--- config.mk ---
export PLATFORM = sky130hd
export DESIGN_NAME = mc8051_mem_if
export DESIGN_NICKNAME = d
export VERILOG_FILES = /design/src/rtl/mc8051_mem_if_pkg.sv /design/src/rtl/mc8051_mem_slot.sv /design/src/rtl/mc8051_mem_if.sv
export SDC_FILE = /design/constraint.sdc
export NUM_CORES = 1
export LEC_CHECK = 0
export ABC_AREA = 0
export CORE_UTILIZATION = 47
export CTS_CLUSTER_SIZE = 12
export DETAILED_ROUTE_END_ITERATION = 7
export GPL_TIMING_DRIVEN = 0
export PLACE_DENSITY = 0.77
export SLEW_MARGIN = 20
export SYNTH_ARGS = -nofsm -noshare
export SYNTH_HDL_FRONTEND = slang
export SYNTH_SLANG_ARGS = --single-unit
--- constraint.sdc ---
create_clock -name i_clk -period 2.2 [get_ports i_clk]
set_clock_uncertainty 0.05 [all_clocks]
set_input_delay 0.66 -clock i_clk [delete_from_list [all_inputs] [get_ports i_clk]]
set_output_delay 0.66 -clock i_clk [all_outputs]
set_load 0.05 [all_outputs]
--- src/rtl/mc8051_mem_if_pkg.sv ---
// mc8051_mem_if_pkg: address-space codes and sequencer state encoding
package mc8051_mem_if_pkg;

    localparam logic [1:0] MEM_SP_IRAM = 2'd0;
    localparam logic [1:0] MEM_SP_SFR  = 2'd1;
    localparam logic [1:0] MEM_SP_XRAM = 2'd2;
    localparam logic [1:0] MEM_SP_CODE = 2'd3;

    typedef enum logic [2:0] {
        ST_IDLE,
        ST_WR5,
        ST_RD2,
        ST_RD3,
        ST_DONE
    } state_t;

endpackage

--- src/rtl/mc8051_mem_slot.sv ---
// mc8051_mem_slot: one pending request slot (flag, space, address) with overwrite detect
module mc8051_mem_slot
    import mc8051_mem_if_pkg::*;
#(
    parameter int ADDR_W = 16
) (
    input  logic              clk_i,
    input  logic              rst_n_i,
    input  logic              set_i,
    input  logic              clr_i,
    input  logic [1:0]        space_i,
    input  logic [ADDR_W-1:0] addr_i,
    output logic              pend_o,
    output logic [1:0]        space_o,
    output logic [ADDR_W-1:0] addr_o,
    output logic              err_o
);

    logic              pend_q;
    logic [1:0]        space_q;
    logic [ADDR_W-1:0] addr_q;
    logic [ADDR_W-1:0] addr_d;

    // IRAM/SFR (space bit 1 clear) only use the low byte
    assign addr_d  = addr_i & {{(ADDR_W-8){space_i[1]}}, 8'hFF};
    assign err_o   = set_i && pend_q && !clr_i;
    assign pend_o  = pend_q;
    assign space_o = space_q;
    assign addr_o  = addr_q;

    always_ff @(posedge clk_i or negedge rst_n_i) begin
        if (!rst_n_i) begin
            pend_q  <= 1'b0;
            space_q <= MEM_SP_IRAM;
            addr_q  <= '0;
        end else if (set_i) begin
            pend_q  <= 1'b1;
            space_q <= space_i;
            addr_q  <= addr_d;
        end else if (clr_i) begin
            pend_q  <= 1'b0;
        end
    end

endmodule

--- src/rtl/mc8051_mem_if.sv ---
// mc8051_mem_if: serialises S5 write and S2/S3 reads onto one ready-handshaked bus,
// with read-after-write forwarding, timeout abort and pipeline stall.
module mc8051_mem_if
    import mc8051_mem_if_pkg::*;
#(
    parameter int ADDR_W   = 16,
    parameter int DATA_W   = 8,
    parameter int WAIT_MAX = 15
) (
    input  logic              i_clk,
    input  logic              i_rst_n,
    input  logic              i_s2_rd,
    input  logic [1:0]        i_s2_space,
    input  logic [ADDR_W-1:0] i_s2_mem_addr_d,
    input  logic              i_s3_rd,
    input  logic [1:0]        i_s3_space,
    input  logic [ADDR_W-1:0] i_s3_mem_addr_d,
    input  logic              i_s5_wr,
    input  logic [1:0]        i_s5_space,
    input  logic [ADDR_W-1:0] i_s5_mem_addr_d,
    input  logic [DATA_W-1:0] i_mem_wdata,
    output logic [ADDR_W-1:0] o_mem_addr,
    output logic [1:0]        o_mem_space,
    output logic              o_mem_rd,
    output logic              o_mem_wr,
    output logic [DATA_W-1:0] o_mem_wdata,
    input  logic [DATA_W-1:0] i_mem_rdata,
    input  logic              i_mem_ready,
    output logic [DATA_W-1:0] o_s2_data_buffer,
    output logic [DATA_W-1:0] o_s3_data_buffer,
    output logic              o_stall,
    output logic              o_bus_err
);

    state_t            state_q;
    logic [7:0]        wait_q;
    logic [DATA_W-1:0] wd5_q;
    logic              p5, p2, p3, e5, e2, e3, clr5, clr2, clr3;
    logic [1:0]        sp5, sp2, sp3;
    logic [ADDR_W-1:0] a5, a2, a3;
    logic              idle, code5, hit2, hit3, timeout, acc_end;

    mc8051_mem_slot #(.ADDR_W(ADDR_W)) u_s5 (
        .clk_i(i_clk), .rst_n_i(i_rst_n), .set_i(i_s5_wr), .clr_i(clr5),
        .space_i(i_s5_space), .addr_i(i_s5_mem_addr_d),
        .pend_o(p5), .space_o(sp5), .addr_o(a5), .err_o(e5)
    );

    mc8051_mem_slot #(.ADDR_W(ADDR_W)) u_s2 (
        .clk_i(i_clk), .rst_n_i(i_rst_n), .set_i(i_s2_rd), .clr_i(clr2),
        .space_i(i_s2_space), .addr_i(i_s2_mem_addr_d),
        .pend_o(p2), .space_o(sp2), .addr_o(a2), .err_o(e2)
    );

    mc8051_mem_slot #(.ADDR_W(ADDR_W)) u_s3 (
        .clk_i(i_clk), .rst_n_i(i_rst_n), .set_i(i_s3_rd), .clr_i(clr3),
        .space_i(i_s3_space), .addr_i(i_s3_mem_addr_d),
        .pend_o(p3), .space_o(sp3), .addr_o(a3), .err_o(e3)
    );

    assign idle    = state_q == ST_IDLE;
    assign code5   = p5 && sp5 == MEM_SP_CODE;
    assign hit2    = p5 && !code5 && p2 && sp2 == sp5 && a2 == a5;
    assign hit3    = p5 && !code5 && p3 && sp3 == sp5 && a3 == a5;
    assign timeout = wait_q == 8'(WAIT_MAX - 1);
    assign acc_end = i_mem_ready || timeout;
    assign clr5    = (idle && code5) || (state_q == ST_WR5 && acc_end);
    assign clr2    = (idle && hit2) || (state_q == ST_RD2 && acc_end);
    assign clr3    = (idle && !hit2 && hit3) || (state_q == ST_RD3 && acc_end);
    assign o_stall = p5 || p2 || p3 || !idle;

    always_ff @(posedge i_clk or negedge i_rst_n) begin
        if (!i_rst_n) begin
            wd5_q <= '0;
        end else if (i_s5_wr) begin
            wd5_q <= i_mem_wdata;
        end
    end

    always_ff @(posedge i_clk or negedge i_rst_n) begin
        if (!i_rst_n) begin
            state_q          <= ST_IDLE;
            wait_q           <= '0;
            o_mem_addr       <= '0;
            o_mem_space      <= MEM_SP_IRAM;
            o_mem_rd         <= 1'b0;
            o_mem_wr         <= 1'b0;
            o_mem_wdata      <= '0;
            o_s2_data_buffer <= '0;
            o_s3_data_buffer <= '0;
            o_bus_err        <= 1'b0;
        end else begin
            o_bus_err <= e5 || e2 || e3;
            case (state_q)
                ST_IDLE: begin
                    wait_q <= '0;
                    if (code5) begin
                        o_bus_err <= 1'b1;
                    end else if (hit2) begin
                        o_s2_data_buffer <= wd5_q;
                    end else if (hit3) begin
                        o_s3_data_buffer <= wd5_q;
                    end else if (p5) begin
                        state_q     <= ST_WR5;
                        o_mem_wr    <= 1'b1;
                        o_mem_addr  <= a5;
                        o_mem_space <= sp5;
                        o_mem_wdata <= wd5_q;
                    end else if (p2) begin
                        state_q     <= ST_RD2;
                        o_mem_rd    <= 1'b1;
                        o_mem_addr  <= a2;
                        o_mem_space <= sp2;
                    end else if (p3) begin
                        state_q     <= ST_RD3;
                        o_mem_rd    <= 1'b1;
                        o_mem_addr  <= a3;
                        o_mem_space <= sp3;
                    end
                end
                ST_WR5, ST_RD2, ST_RD3: begin
                    if (acc_end) begin
                        state_q  <= ST_DONE;
                        o_mem_rd <= 1'b0;
                        o_mem_wr <= 1'b0;
                        // ready wins over a coincident timeout
                        if (!i_mem_ready) o_bus_err <= 1'b1;
                        if (state_q == ST_RD2) o_s2_data_buffer <= i_mem_ready ? i_mem_rdata : '1;
                        if (state_q == ST_RD3) o_s3_data_buffer <= i_mem_ready ? i_mem_rdata : '1;
                    end else begin
                        wait_q <= wait_q + 8'd1;
                    end
                end
                default: state_q <= ST_IDLE;
            endcase
        end
    end

endmodule
Word level (Yosys, flattened, before mapping)
Index checks and enable logic that the tools add are counted.

Div/mod/pow operators: 0. Reduce and logical (&&, ||, !) cells: 51. Magnitude comparators: 0. Bitwise operators: 6. Equal/unequal tests: 22. Add/subtract/negate cells: 1. Shifts and indexed selects: 0. Multiply operators: 0. Multiplexer cells: 51.

Operators by type and width (count): two-way mux 8 bit (11); AND 16 bit (3); two-way mux 16 bit (3); one-hot mux 8 bit (2 select lines) (3); == test 16 bit (2); logical AND 1 bit (21); two-way mux 3 bit (7); two-way mux 1 bit (20); AND reduction 5 bit (4); != test 2 bit (second input constant) (8); AND reduction 6 bit (2); logical OR 1 bit (9); adder 8 x 1 -> 8 bit (second input constant) (1); == test 8 x 4 -> 1 bit (second input constant) (1); nonzero test 2 bit (4); AND reduction 7 bit (1); == test 3 x 2 -> 1 bit (second input constant) (2); zero test 1 bit (6); two-way mux 2 bit (3); != test 2 x 1 -> 1 bit (second input constant) (3); one-hot mux 1 bit (2 select lines) (3); one-hot mux 3 bit (2 select lines) (1); == test 2 bit (2); != test 4 x 1 -> 1 bit (second input constant) (1); other kinds (8) (10).

Bits in latches: 0. Bits in read-only memories: 0. Memory bits (writable): 0. Flip-flop bits (word level): 121. Bits of input ports: 76. Word-level logic and storage cells: 151. Memories kept: 0.

Longest topological paths before layout
Gate-level depths: netlist (run 1).

Depth in word-level cells: 17. Depth in mapped cells: 9. Gate-level depth less buffers: 8.

Hierarchy
A second synthesis (run 1) with hierarchy kept.

Cells, all modules: 509. Area, all modules: 5836.8 sq um.

By module, submodules not included: mc8051_mem_if (cells each 329, instances 1, area each 3573.4 sq um, seq. area each 1601.5 sq um); mc8051_mem_slot (cells each 60, instances 3, area each 754.5 sq um, seq. area each 475.5 sq um).

Worst setup path before layout (run 1)
No wires, ideal clock.

Path type: flip-flop to flip-flop. Start point: register state_q[1]. End point: register o_mem_addr[0]. Buffers on the path: 2. Setup slack: 57 ps. Period minus slack after synthesis: 2143 ps. Stages on the path, launching flop included: 7. Library setup time: 125 ps. Data arrival time: 1968 ps. Cell sequence: dfrtp_1 -> buf_2 -> nor3_2 -> o21ai_1 -> nor3_4 -> buf_12 -> mux2_4.

Word-level cells in the longest chain between the ends: 2.

RTL lines: start: declaration (RTL line mc8051_mem_if.sv:35) `state_t state_q;`; start signal: assignment (RTL line mc8051_mem_if.sv:82) `state_q <= ST_IDLE;`; start signal: assignment (RTL line mc8051_mem_if.sv:104) `state_q <= ST_WR5;`; start signal: assignment (RTL line mc8051_mem_if.sv:110) `state_q <= ST_RD2;`; zero test 3 bit (RTL line mc8051_mem_if.sv:94) `case (state_q)`; AND reduction 5 bit (no source line); end signal: assignment (RTL line mc8051_mem_if.sv:106) `o_mem_addr <= a5;`; end signal: assignment (RTL line mc8051_mem_if.sv:112) `o_mem_addr <= a2;`; end signal: assignment (RTL line mc8051_mem_if.sv:117) `o_mem_addr <= a3;`; end: declaration (RTL line mc8051_mem_if.sv:22) `output logic [ADDR_W-1:0] o_mem_addr,`.

Every way passes these cells. A chain may end at the register's enable or synchronous reset.

Worst setup path after layout (run 1)
Start point: register state_q[2]. End point: register o_mem_wdata[3].

Word-level cells in the longest chain between the ends: 2.

RTL lines: zero test 3 bit (RTL line mc8051_mem_if.sv:94); AND reduction 5 bit (no source line); end signal: assignment (RTL line mc8051_mem_if.sv:108) `o_mem_wdata <= wd5_q;`; end: declaration (RTL line mc8051_mem_if.sv:26) `output logic [DATA_W-1:0] o_mem_wdata,`.

Every way passes these cells.

==> impl_metrics.csv, run 1 <==
group,metric,value,unit
synthesis,ys_ff_latch,121,
power,finalPower,11.4,mW
grt,first_global_vias,4758,
grt,grt_use_total,25.8,%
worst_hold_path,hp-class,"in2async",
synthesis,synth_top_area_share,51.3,%
cts,cts_tree,"done",
finish,nNetsFinal,760,
die,core_area,12100,um2
grt,overflow,0,
sta,layout_setup_ws,-0.0913,ns
power,power_per_cell_area,1360,nW/um2
route,postRouteAntennaNets,0,
cts,clock-root-buffer,"clkbuf_16",
finish,seq_area,3040,um2
critical_path,critPathCaptureType,"flop",
power,ir_worst_vdd,0.725,mV
die,dieArea,13000,um2
synthesis,ys_types,47,
synthesis,yosysTopAreaCell,"dfrtp_1",
grt,grt_first_pass_wirelength,24900,um
synthesis,synth-main-ff-cell,"dfrtp_1",
synthesis,synth_nets,598,
cts,worstSkewPairLatency,0.43,ns
sta,fin_crit_sh,104,%
critical_path,worstSetupPathType,"reg2reg",
die,initial_core_util,48.7,%
route,wl_per_cell,19.2,um
sta,slew_violations,0,
synthesis,synthArstFlopShare,100,%
sta,tightest_slew,0.837,ns
status,outcome,"complete, but fails checks",
sta,report.final.hold_viol_count,0,
synthesis,synthesis.area,5900,um2
critical_path,r2r_slack,-0.09,ns
finish,multi_input_area,2800,um2
critical_path,cp.arrival,2.55,ns
route,drt_first_pass_iters,5,
route,routed-via-count,4718,
finish,n_antenna_cell,0,
cts,cts_max_level,4,
critical_path,worstPathRequired,2.46,ns
finish,syn2layout_area_growth,42.4,%
cts,cts.sinks,121,
die,io_pins,122,
synthesis,synth.area.top_cells,"dfrtp_1 51%, mux2_2 12%, xor2_1 4.9%",
cts,clockBufferDepth,2,
finish,fillCellCount,862,
synthesis,syn_avg_cell_area,11.3,um2
route,drc_errors,0,
cts,cts.clk_slew.worst_paths,0.05,ns
place,port_buffers,115,
route,totalWireLength,16500,um
sta,fin_tns_setup,-1.74,ns
run,maxCapViolCount,0,
grt,antenna_found_initial,0,
synthesis,ys_warn_count,0,
synthesis,syn-instance-count,520,
critical_path,timing.rr.start,"state_q[2]",
die,rows,40,
sta,relSlewSlack,44.2,%
power,p_leak,3.78,nW
grt,grt_max_degree,67,
die,die_y,114,um
synthesis,synth_edf_count,0,
finish,layout-drive-gt1-share,27.9,%
die,die_x,114,um
sta,setup_viol,37,
finish,final_cell_mix,"111 x dfrtp_1, 68 x clkdlybuf4s50_1, 62 x mux2_2",
sta,max_freq,436,MHz
cts,numCtsBuffers,17,
critical_path,worstPathMaxFanout,7,
route,drt_iter0_markers,390,
critical_path,setup.worst_path.start,"state_q[2]",
status,violations,"negative setup slack",
place,dpl.hpwl,10400,um
sta,grt_setup_unrepaired,"yes",
critical_path,start_kind,"flop",
place,gp_congestion,0.845,
route,vias_per_cell,5.47,
finish,final_common_cell,"dfrtp_1",
sta,period_needed,2.29,ns
sta,hold_ws,0.149,ns
synthesis,synth-seq-area-share,51.3,%
power by group:
part / switching, mW / internal [mW] / total, mW
Sequential: 0.409 / 2.79 / 3.20
Combinational: 3.03 / 1.98 / 5.01
Clock: 1.01 / 2.18 / 3.19
Total: 4.45 / 6.95 / 11.4
synthesized netlist by cell type (2+ instances only):
cell type  number
and3_1          2
nor2_1         23
mux2_4         18
buf_6           4
mux2_2         62
mux2i_1        18
ha_1            2
or3_1           4
nor2b_1         2
clkbuf_1       19
buf_1           4
nand3b_1        3
a21oi_1         3
nand2_1        23
a31oi_1         9
nor3_1          4
nor4_1          8
nand4_1         4
nand4b_1        2
nand3_1        36
o21ai_0        47
inv_1          34
o21bai_1        2
xor2_1         33
dfrtp_1       121
a211o_1         2
xnor2_1         7
buf_2           3
a21o_1          3
layer usage:
metal,global-route usage [%],vias up,share of wire [%]
li1,-,2135,-
met1,32.8,2328,41
met2,41.6,211,49
met3,6.59,44,6.8
met4,11.6,0,3.3
met5,0,-,0
final timing paths:
kind / cells after the start / to
max: 5 / o_mem_wdata[3]
min: 1 / o_s3_data_buffer[2]
max reg2reg: 5 / o_mem_wdata[3]
min reg2reg: 1 / o_mem_wdata[6]
max in group asynchronous: 2 / u_s5.addr_o[11]
min in group i_clk: 1 / o_mem_wdata[6]
flip-flops by register name (all words and copies together), names as in the netlist, 2 cells and up:
name	flops
state_q	3
u_s3.space_o	2
o_mem_space	2
o_s2_data_buffer	8
u_s2.addr_o	16
o_mem_addr	16
u_s5.addr_o	16
o_mem_wdata	8
u_s3.addr_o	16
wd5_q	8
u_s2.space_o	2
wait_q	8
u_s5.space_o	2
o_s3_data_buffer	8
layout make-up:
cell class                      count  share of cell area [%]
Buffer                             28                    2.01
Sequential cell                   121                    36.2
Timing Repair Buffer              145                    16.4
Clock buffer                       20                    5.44
Tap cell                          168                    2.50
Multi-Input combinational cell    335                    33.3
Clock inverter                     12                    2.62
Inverter                           34                    1.52
stage by stage:
stage          instances  utilization, %  setup slack [ns]  cell area (um2)
3_5_place_dp         804            60.2            -0.606             7290
4_1_cts              847            67.1           -0.0455             8130
6_report             863            69.4           -0.0913             8400
3_3_place_gp         803            60.0             -4.11             7260
5_1_grt              863            69.4            -0.144             8400
2_1_floorplan        520               -            0.0572             5900
worst max-delay path, cell delays in order, from the launching register on:
cell and delay (ns):
dfrtp_2 0.48, or3_1 0.51, a211oi_1 0.38, and3_4 0.28
buf_6 0.13, mux2_2 0.34
kinds of logic (layout without fill, tap and decap cells):
family	count (synthesis)	in the layout	synth area share [%]
compound gates	74	75	7.19
xor+xnor	40	40	5.94
fa+ha+maj	2	2	0.424
buf+inv	65	239	4.98
flops	121	121	51.3
mux	98	98	19.5
simple gates	120	120	10.7
what timing repair did:
item / CTS / global route
resized for setup: 84 / 37
pin swaps: 15 / 20
setup endpoints to repair: 91 / 51
gates cloned: 1 / 2
buffers inserted: 11 / 16
hold buffers: 0 / 0
Note: power is estimated with default switching activity, not from simulation.
==> run 2: changes to the inputs <==
Settings changed: CORE_UTILIZATION 47 to 55, PLACE_DENSITY 0.77 to 0.85.
Clock period 2.2 ns to 2.9 ns, I/O delays scaled along.
==> run 2 against run 1 <==
Against the previous run:
- total power decreased by 29%
- critical endpoint is now o_mem_addr[6]
- final cell count fell by 6.8%
- hold slack improved by 0.096 ns
- sequential share of layout area is 2.5 points higher
- critical path depth down 4
- die area is 14% lower
- the run now ends clean
==> impl_metrics.csv, run 2 (synthesized netlist as in run 1, its figures left out) <==
group,metric,value,unit
sta,slew_violations,0,
die,rows,37,
grt,grtUsageMet3,6.86,%
critical_path,crit_path_max_incr_delay,0.85,ns
grt,first_global_vias,4715,
route,drc_errors,0,
finish,syn2layout_area_growth,32.5,%
die,die_x,106,um
finish,fillCellCount,697,
sta,relSlewSlack,44.0,%
critical_path,timing.rr.start,"wait_q[0]",
route,drt_first_pass_iters,7,
grt,grt_max_degree,68,
finish,final_common_cell,"dfrtp_1",
power,power_frac_seq,30.0,%
cts,clockBufferDepth,2,
power,p_switching,3.24,mW
sta,period_needed,2.66,ns
route,wl_per_cell,18.9,um
die,initial_core_util,56.9,%
place,dpl.hpwl,10700,um
finish,final_cell_mix,"121 x dfrtp_1, 113 x clkdlybuf4s50_1, 62 x mux2_2",
die,dieArea,11100,um2
power,p_int,4.82,mW
grt,grt.met2_usage,47.4,%
die,io_pins,122,
critical_path,path_buf_inv,1,
sta,max_freq,376,MHz
cts,cts_hold_buf,0,
power,pwr-share-comb,45.0,%
die,core_area,10400,um2
die,die_y,106,um
route,vias_per_cell,5.76,
sta,tightest_slew,0.840,ns
critical_path,crit_chain,"clkdlybuf4s50_1",
grt,overflow,0,
power,ir_worst_vdd,0.761,mV
grt,grt_first_pass_wirelength,24600,um
finish,design_area,7820,um2
cts,cts_tree,"done",
power,p_leak,3.49,nW
critical_path,ff2ff_path_depth,8,
cts,worstSkewPairLatency,0.52,ns
finish,multi_input_area,2580,um2
status,outcome,"complete, no violations",
place,dpl_cell_area,7250,um2
finish,seq_area,3030,um2
cts,cts.clk_slew.worst_paths,0.06,ns
cts,numCtsBuffers,17,
grt,antenna_found_initial,0,
worst_hold_path,hp-class,"in2async",
finish,layout-drive-gt1-share,19.6,%
route,totalWireLength,15200,um
critical_path,worstPathRequired,1.98,ns
grt,use_met1,38.4,%
sta,setup_viol,0,
critical_path,worstSetupPathType,"reg2out",
power,power_per_cell_area,1030,nW/um2
grt,grt_use_total,29.4,%
cts,cts.sinks,121,
critical_path,start_kind,"flop",
critical_path,cp.arrival,1.74,ns
critical_path,cpLargestDelayFamily,"buffers and inverters",
sta,hold_ws,0.245,ns
place,gp_congestion,0.914,
critical_path,cpMaxStageDelayCell,"clkdlybuf4s50_1",
critical_path,r2r_slack,0.44,ns
sta,fin_crit_sh,91.7,%
power,finalPower,8.05,mW
finish,n_antenna_cell,0,
cts,cts_max_level,4,
route,drt_iter0_markers,350,
route,routed-via-count,4629,
cts,clock-root-buffer,"clkbuf_8",
power,switching_share,40.2,%
place,port_buffers,115,
power,clock_power_share,24.9,%
route,postRouteAntennaNets,0,
critical_path,worstPathMaxFanout,2,
run,maxCapViolCount,0,
critical_path,reg2reg_to,"o_bus_err",
sta,grt_setup_unrepaired,"no",
sta,report.final.hold_viol_count,0,
critical_path,critPathCaptureType,"output pin",
finish,nNetsFinal,733,
grt,grt_busiest_layer,"met2",
run 2: cell count changes in the layout (fill, tap and decap cells not counted), moves of 4 or more:
| cell | delta |
|---|---|
| nor4_1 | +5 |
| dfrtp_2 | -10 |
| dfrtp_1 | +10 |
| buf_6 | -8 |
| nor4_2 | -4 |
| clkdlybuf4s50_1 | +45 |
| dlygate4sd2_1 | -45 |
| bufinv_16 | -4 |
| buf_4 | -21 |
run 2: layout make-up:
| class | count | share of cell area, % |
|---|---|---|
| inverter | 34 | 1.63 |
| clock inverter | 15 | 1.94 |
| clock buffer | 17 | 5.30 |
| buffer | 30 | 2.08 |
| timing repair buffer | 117 | 15.1 |
| tap | 136 | 2.18 |
| multi-input combinational | 334 | 33.1 |
| sequential | 121 | 38.7 |
run 2: power groups by stage:
| stage | Clock (mW) | Combinational (mW) | Sequential (mW) |
|---|---|---|---|
| floorplan | 0 | 1.45 | 3.39 |
| global placement | 0 | 3.48 | 2.40 |
| detailed placement | 0 | 3.56 | 2.43 |
| CTS | 2.02 | 3.62 | 2.42 |
| global route | 2.10 | 3.81 | 2.46 |
| finish | 2.01 | 3.63 | 2.42 |
run 2: metrics by stage:
step | cells | TNS (ns) | setup slack [ns] | utilization, %
after floorplan | 520 | 0 | 0.643 | -
after global placement | 771 | -425.78 | -3.53 | 69.6
after detailed placement | 772 | -0.118 | -0.118 | 69.9
after CTS | 804 | 0 | 0.0504 | 75.5
after global routing | 804 | 0 | 0.163 | 75.4
final | 804 | 0 | 0.240 | 75.4
run 2: per-layer routing:
layer	vias to the layer above	routed length, um
met5	-	0
met4	0	379
met3	46	891
met2	225	7500
met1	2276	6410
li1	2082	-
run 2: repair_timing:
action	4_1_cts	5_1_grt
endpoints found under the setup margin	1	1
resized for setup	2	2
pin swaps	1	0
setup buffers	1	0
run 2: worst max path at each step:
stage / cells after the start / to / slack, ns / start
after floorplan: 3 / o_stall / 0.64 / state_q[1]
after global placement: 1 / o_mem_addr[9] / -3.53 / i_rst_n
after detailed placement: 5 / o_stall / -0.12 / u_s2.pend_o
after CTS: 4 / o_stall / 0.05 / state_q[0]
after global routing: 4 / o_stall / 0.16 / state_q[0]
final: 1 / o_mem_addr[6] / 0.24 / o_mem_addr[6]
==> run 3: changes to the inputs <==
Settings changed: TNS_END_PERCENT from default to 5.
==> results of run 3 <==
Final layout, timing and power as in run 2 (identical DEF).
